File: src/rtl/linear_pwm_rgb.sv
// ============================================================================
// Module      : linear_pwm_rgb
// Description : Linear six-phase rainbow fader driving a common RGB LED
//               through three period-shadowed PWM channels.
// Revision    : 1.0 - initial release
// ============================================================================
`default_nettype none

module linear_pwm_rgb #(
  parameter int PWM_BITS    = 8,
  parameter int STEP_CYCLES = 1_000_000
) (
  input  logic       clk,
  input  logic       reset,
  output logic [2:0] rgb
);

  localparam int STEP_W = (STEP_CYCLES > 1) ? $clog2(STEP_CYCLES) : 1;
  localparam logic [PWM_BITS-1:0] c_duty_max  = '1;
  localparam logic [STEP_W-1:0]   c_step_last = STEP_W'(STEP_CYCLES - 1);

  typedef enum logic [2:0] {
    PH0 = 3'd0,
    PH1 = 3'd1,
    PH2 = 3'd2,
    PH3 = 3'd3,
    PH4 = 3'd4,
    PH5 = 3'd5
  } phase_t;

  logic [PWM_BITS-1:0] r_pwm_cnt;
  logic [STEP_W-1:0]   r_step_cnt;
  phase_t              r_phase;
  logic [PWM_BITS-1:0] r_level;
  logic [PWM_BITS-1:0] r_shd_r, r_shd_g, r_shd_b;

  logic                w_tick;
  logic                w_period_end;
  logic [PWM_BITS-1:0] w_down;
  logic [PWM_BITS-1:0] w_tgt_r, w_tgt_g, w_tgt_b;

  assign w_tick       = (r_step_cnt == c_step_last);
  assign w_period_end = (r_pwm_cnt == c_duty_max);
  assign w_down       = c_duty_max - r_level;

  // Each phase ramps exactly one channel; the other two sit at full or zero.
  always_comb begin
    w_tgt_r = '0;
    w_tgt_g = '0;
    w_tgt_b = '0;
    case (r_phase)
      PH0: begin w_tgt_r = c_duty_max; w_tgt_g = r_level;    end
      PH1: begin w_tgt_r = w_down;     w_tgt_g = c_duty_max; end
      PH2: begin w_tgt_g = c_duty_max; w_tgt_b = r_level;    end
      PH3: begin w_tgt_g = w_down;     w_tgt_b = c_duty_max; end
      PH4: begin w_tgt_r = r_level;    w_tgt_b = c_duty_max; end
      PH5: begin w_tgt_r = c_duty_max; w_tgt_b = w_down;     end
      default: begin end
    endcase
  end

  always_ff @(posedge clk or negedge reset) begin
    if (!reset) begin
      r_pwm_cnt  <= '0;
      r_step_cnt <= '0;
      r_phase    <= PH0;
      r_level    <= '0;
      r_shd_r    <= c_duty_max;
      r_shd_g    <= '0;
      r_shd_b    <= '0;
      rgb        <= 3'b000;
    end else begin
      r_pwm_cnt <= r_pwm_cnt + 1'b1;

      if (w_tick) begin
        r_step_cnt <= '0;
        if (r_level != c_duty_max) begin
          r_level <= r_level + 1'b1;
        end else begin
          r_level <= '0;
          r_phase <= (r_phase == PH5) ? PH0 : phase_t'(r_phase + 3'd1);
        end
      end else begin
        r_step_cnt <= r_step_cnt + 1'b1;
      end

      // Duties only change at the period boundary so a pulse is never cut.
      if (w_period_end) begin
        r_shd_r <= w_tgt_r;
        r_shd_g <= w_tgt_g;
        r_shd_b <= w_tgt_b;
      end

      rgb <= {(r_pwm_cnt < r_shd_r), (r_pwm_cnt < r_shd_g), (r_pwm_cnt < r_shd_b)};
    end
  end

endmodule

`default_nettype wire

File: config.mk
export PLATFORM = sky130hd
export DESIGN_NAME = linear_pwm_rgb
export DESIGN_NICKNAME = d
export VERILOG_FILES = /design/src/rtl/linear_pwm_rgb.sv
export SDC_FILE = /design/constraint.sdc
export NUM_CORES = 1
export LEC_CHECK = 0
export CAP_MARGIN = 20
export CORE_ASPECT_RATIO = 1.4
export CORE_UTILIZATION = 50
export CTS_BUF_LIST = sky130_fd_sc_hd__clkbuf_8
export CTS_CLUSTER_DIAMETER = 40
export CTS_CLUSTER_SIZE = 24
export DETAILED_ROUTE_END_ITERATION = 12
export GPL_TIMING_DRIVEN = 0
export PLACE_DENSITY = 0.66
export SLEW_MARGIN = 20
export SYNTH_ARGS = -nofsm -noshare
export SYNTH_HDL_FRONTEND = slang
export SYNTH_SLANG_ARGS = --single-unit
File: constraint.sdc
create_clock -name clk -period 2.8 [get_ports clk]
set_clock_uncertainty 0.15 [all_clocks]
set_input_delay 0.28 -clock clk [delete_from_list [all_inputs] [get_ports clk]]
set_output_delay 0.28 -clock clk [all_outputs]
set_load 0.005 [all_outputs]
==> results.json <==
{
  "final_common_cell": "dfrtp_1",
  "rsz0062_at_grt": "false",
  "max_freq_ghz": 0.4230,
  "synthAdderAreaFrac": 0.08418,
  "power_mw": 1.712,
  "hold_class": "in2async",
  "crit_required_ns": 2.85,
  "rows": 36,
  "fin_tns_setup_ns": 0,
  "ant_nets": 0,
  "period_needed_ns": 2.364,
  "ys_ff_latch": 66,
  "syn_area_um2": 3716,
  "crit_path_start": "r_phase[2]",
  "maxCapViolations": 0,
  "yosysWarnings": 0,
  "synth_xor_area_frac": 0.05421,
  "vias_per_cell": 5.609,
  "worst_pin_slew_ns": 0.6221,
  "synth.net_count": 427,
  "wire_per_inst_um": 15.15,
  "r2r_start": "r_phase[2]",
  "finalHoldViolCount": 0,
  "clockBufferDepth": 2,
  "ys_types": 47,
  "synthCells": 400,
  "endpoint_kind": "register",
  "firstDrtPassIters": 5,
  "start_kind": "register",
  "synth_mux_area_frac": 0.01145,
  "p_per_area_nw_per_um2": 418.2,
  "setup_viol": 0,
  "cp_max_fo": 10,
  "dp_hpwl_um": 5914,
  "slew_headroom": 0.5814,
  "grt_usage": 0.2286,
  "outcome": "finished, final reports clean",
  "fin_crit_sh": 0.8443,
  "cts_made_buffers": 9,
  "power.leakage_nw": 1.670,
  "portBuffers": 4,
  "slew_violations": 0,
  "cts_setup_buffers": 0,
  "synth_top_family_by_area": "simple AND/OR/NAND/NOR gates",
  "fp.dieH_um": 104.0,
  "layout.nets": 444,
  "htree_levels": 3,
  "core_area_um2": 7072,
  "grt_antenna_before_repair": 0,
  "wl_um": 7835,
  "syn_avg_cell_area_um2": 9.290,
  "synth-simple-area-share": 0.1805,
  "cts_tree": "done",
  "root_buffer": "clkbuf_8",
  "diodes": 0,
  "critical_path_arrival_ns": 2.42,
  "path_clk_slew_ns": 0.07,
  "grt_pass1_vias": 2938,
  "drc": 0,
  "grt_pass1_wl_um": 13430,
  "gp_congestion": 0.8948,
  "vdd_drop_max_v": 0.0002303,
  "final_cell_mix": "58 x dfrtp_1, 38 x nor2_1, 33 x inv_1, 31 x nand2_1, 28 x a21oi_1",
  "multi_input_area_um2": 1868,
  "fp.dieW_um": 74.86,
  "drive_gt1_frac": 0.08057,
  "dieArea_um2": 7786,
  "num_vias": 2900,
  "fillCellCount": 671,
  "start_util": 0.5255,
  "top_level_ports": 5,
  "insertion_delay_ns": 0.35,
  "clkSinkCount": 66,
  "critPathKind": "reg2reg",
  "ff_latch_area_um2": 1662,
  "synth.yosys.seq_area_share": 0.4471,
  "grt_max_degree": 57,
  "syn2layout_area_growth_pct": 10.13,
  "grt.overflow.total": 0,
  "drtIter0Drc": 170,
  "synth_compound_area_frac": 0.1724
}
==> worst max-delay path, stage by stage, from the launching register on <==
cell      delay (ns)
dfrtp_1         0.32
clkbuf_1        0.34
inv_1           0.13
clkbuf_1        0.24
ha_1            0.25
buf_1           0.19
o21ai_1         0.44
o22ai_1         0.15
==> cell type report <==
class / instances / share of cell area
Multi-Input combinational cell: 285 / 0.4564
Clock buffer: 12 / 0.04035
Inverter: 32 / 0.02935
Tap cell: 95 / 0.02904
Sequential cell: 66 / 0.4060
Clock inverter: 4 / 0.004280
Timing Repair Buffer: 6 / 0.01834
Buffer: 17 / 0.01620
==> registers in the layout, summed over array words and instances (netlist names) <==
name and count:
r_shd_b 8, r_level 8, r_step_cnt 20, r_shd_r 8, r_phase 3, rgb 3
r_pwm_cnt 8, r_shd_g 8
==> cells by family (layout without fill, tap and decap cells) <==
family          Yosys count  count (layout)
mux                       4               4
xor+xnor                 23              23
buf+inv                  49              71
compound gates          101             101
flops                    66              66
simple gates            132             132
fa+ha+maj                25              25
==> final timing paths <==
| check | endpoint | slack [ns] | cells past startpoint |
|---|---|---|---|
| setup / recovery | r_shd_g[2] | 0.44 | 7 |
| hold / removal | r_pwm_cnt[1] | 0.16 | 2 |
| setup reg to reg | r_shd_g[2] | 0.44 | 7 |
| hold reg to reg | r_shd_r[3] | 0.32 | 2 |
| max in group asynchronous | r_shd_r[5] | 1.79 | 3 |
| min in group clk | r_shd_r[3] | 0.32 | 2 |
==> power breakdown <==
part / internal (mW) / total, mW / switching (mW)
Combinational: 0.00587 / 0.0245 / 0.0186
Clock: 0.385 / 0.733 / 0.349
Sequential: 0.954 / 0.954 / 0
==> metrics by stage <==
stage	cells	setup slack [ns]	utilization	instance area, um^2	hold WS, ns
2_1_floorplan	400	0.8060	-	3716	-0.1656
3_3_place_gp	499	-0.8359	0.5479	3875	0.3132
3_5_place_dp	500	0.4372	0.5515	3900	-0.01902
4_1_cts	517	0.4261	0.5787	4093	0.1408
5_1_grt	517	0.1732	0.5787	4093	0.1863
6_report	517	0.4360	0.5787	4093	0.1576
==> Yosys cell counts, drive strengths merged <==
cell type	n	area, um^2
a2111o	1	11.26
a211oi	11	82.58
a21o	9	67.56
a21oi	28	140.1
a22oi	6	45.04
a31oi	1	6.260
a32oi	1	8.760
a41oi	1	8.760
and2	3	18.77
and3	4	25.02
and3b	1	8.760
and4	3	27.53
and4b	1	10.01
buf	4	17.52
clkbuf	13	48.80
clkinv	1	3.750
dfrtp	58	1451
dfstp	8	210.2
ha	25	312.8
inv	31	116.4
mux2	2	22.52
mux2i	2	20.02
nand2	31	116.4
nand2b	6	37.54
nand3	16	80.08
nand4	8	62.56
nor2	39	148.9
nor2b	3	18.77
nor3	5	35.03
nor3b	2	15.01
nor4	4	25.02
o21ai	19	95.09
o21bai	1	7.510
o22ai	7	43.79
o31a	3	26.28
o31ai	13	97.59
or2	1	6.260
or3	2	12.51
or4	3	22.52
xnor2	15	131.4
xor2	8	70.07
==> per-layer routing <==
layer / vias up / GRT usage / wire [um]
li1: 1440 / - / -
met3: 20 / 0.05426 / 227
met4: 0 / 0.1024 / 211
met5: - / 0 / 0
met1: 1392 / 0.2557 / 3161
met2: 48 / 0.3970 / 4235
==> timing repair <==
item                      CTS  global route
hold endpoints to repair   59             0
hold buffers                1             0
gates resized for setup     0             0
(Power assumes the default switching activity.)
==> edit: new RTL, same settings <==
`PWM_BITS`: 8 -> 10.
--- a/src/rtl/linear_pwm_rgb.sv
+++ b/src/rtl/linear_pwm_rgb.sv
@@ -7,7 +7,7 @@
 `default_nettype none
 
 module linear_pwm_rgb #(
-  parameter int PWM_BITS    = 8,
+  parameter int PWM_BITS    = 10,
   parameter int STEP_CYCLES = 1_000_000
 ) (
   input  logic       clk,
Function: same outputs for any inputs over 10 cycles, from zero or initial values and one cycle with reset low; that may be too few to reach the edited logic, so the function may still have changed.
==> edit against the unedited design <==
Combinational power grew 5%; wire length grew 18%; sequential cell count grew 10; final cell count grew 13%; critical path depth shrank 1; global-route usage grew 0.47 points; cell area grew 13%; power grew 10%; area after synthesis grew 14%; setup slack gained 0.0016 ns; via count grew 12%; critical endpoint is now r_phase[1]; highest routed layer unchanged.
==> edit: results (changes against the unedited design) <==
- Sorting the synthesized cells by area gives the leading types as dfrtp_1, ha_1, dfstp_2.
- The first-pass iteration count of the detailed router is 4 (-1).
- On the critical path the largest part of the delay comes from simple AND/OR/NAND/NOR gates.
- The fraction of area in clock buffers and inverters is 0.03935 (-0.005286).
- The flow ran to the end, and the final reports show no timing, DRC or antenna violations.
- The number of nets in the layout is 509 (+15%).
- The met3 wire length is 260 um (+15%).
- The global placer's final weighted congestion is 0.8639 (-3.5%).
- The cell with the largest stage delay on the worst path is or4_1.
- The maximum number of pins on one net before global-route repair is 44 (-23%).
- The floorplan row count is 39 (+8.3%).
- The number of clock sinks seen by CTS was 76 (+15%).
- The share of cells above drive strength 1 is 0.06445 (-0.01612).
- The met1 global-route usage came to 0.2613 (+0.005570).
- The fraction of met3 tracks used by global routing is 0.05514 (+0.0008805).
- The delay of the slowest cell on the worst path is 0.55 ns (+0.11 ns).
- The share of power burned in registers is 0.582 (+0.025).
- The via-per-instance ratio is 5.595 (-0.25%).
- The multi-input gate share of the layout cell area came to 0.4540 (-0.002431).
- The leakage power came to 0.001985 uW (+19%).
- The multi-input combinational gate total is 325 (+14%).
- The total half-perimeter wirelength after legalization and detailed placement came to 6876 um (+16%).
- The number of global-route vias before repair is 3307 (+13%).
- The portion of the layout cell area used by non-clock buffers came to 0.03935 (+0.004803).
- The register fraction of the total cell area is 0.4152 (+0.009207).
- The xor and xnor area share after synthesis was 0.05999 (+0.005779).
- The adder-cell share of the synthesized area came to 0.09161 (+0.007432).
- The count of plain and timing-repair buffers in the layout is 34 (+48%).
- The total track usage is 0.2333 (+0.004654).
edit: cell count changes after synthesis, moves of 7 or more:
cell       before  now
a21oi_1        28   20
a22o_1          0   10
and3_1          4   11
clkbuf_1       13   23
dfrtp_1        58   66
nand2_1        31   55
nand3_1        16   23
o21ai_0        18   26
o22ai_1         7    0
o2bb2ai_1       0   13
edit: what timing repair did:
| item | 4_1_cts | 5_1_grt |
|---|---|---|
| resized for setup | 0 | 0 |
| hold buffers | 1 | 0 |
| hold endpoints to repair | 33 | 0 |
edit: worst paths after layout:
kind,depth (start not counted),endpoint,slack (ns),startpoint
hold / removal,2,r_pwm_cnt[2],0.25,reset
min in group clk,2,r_shd_r[2],0.32,r_shd_r[2]
max in group asynchronous,3,r_shd_r[8],1.62,reset
setup / recovery,6,r_phase[1],0.44,r_step_cnt[6]
hold reg to reg,2,r_shd_r[2],0.32,r_shd_r[2]
setup reg to reg,6,r_phase[1],0.44,r_step_cnt[6]
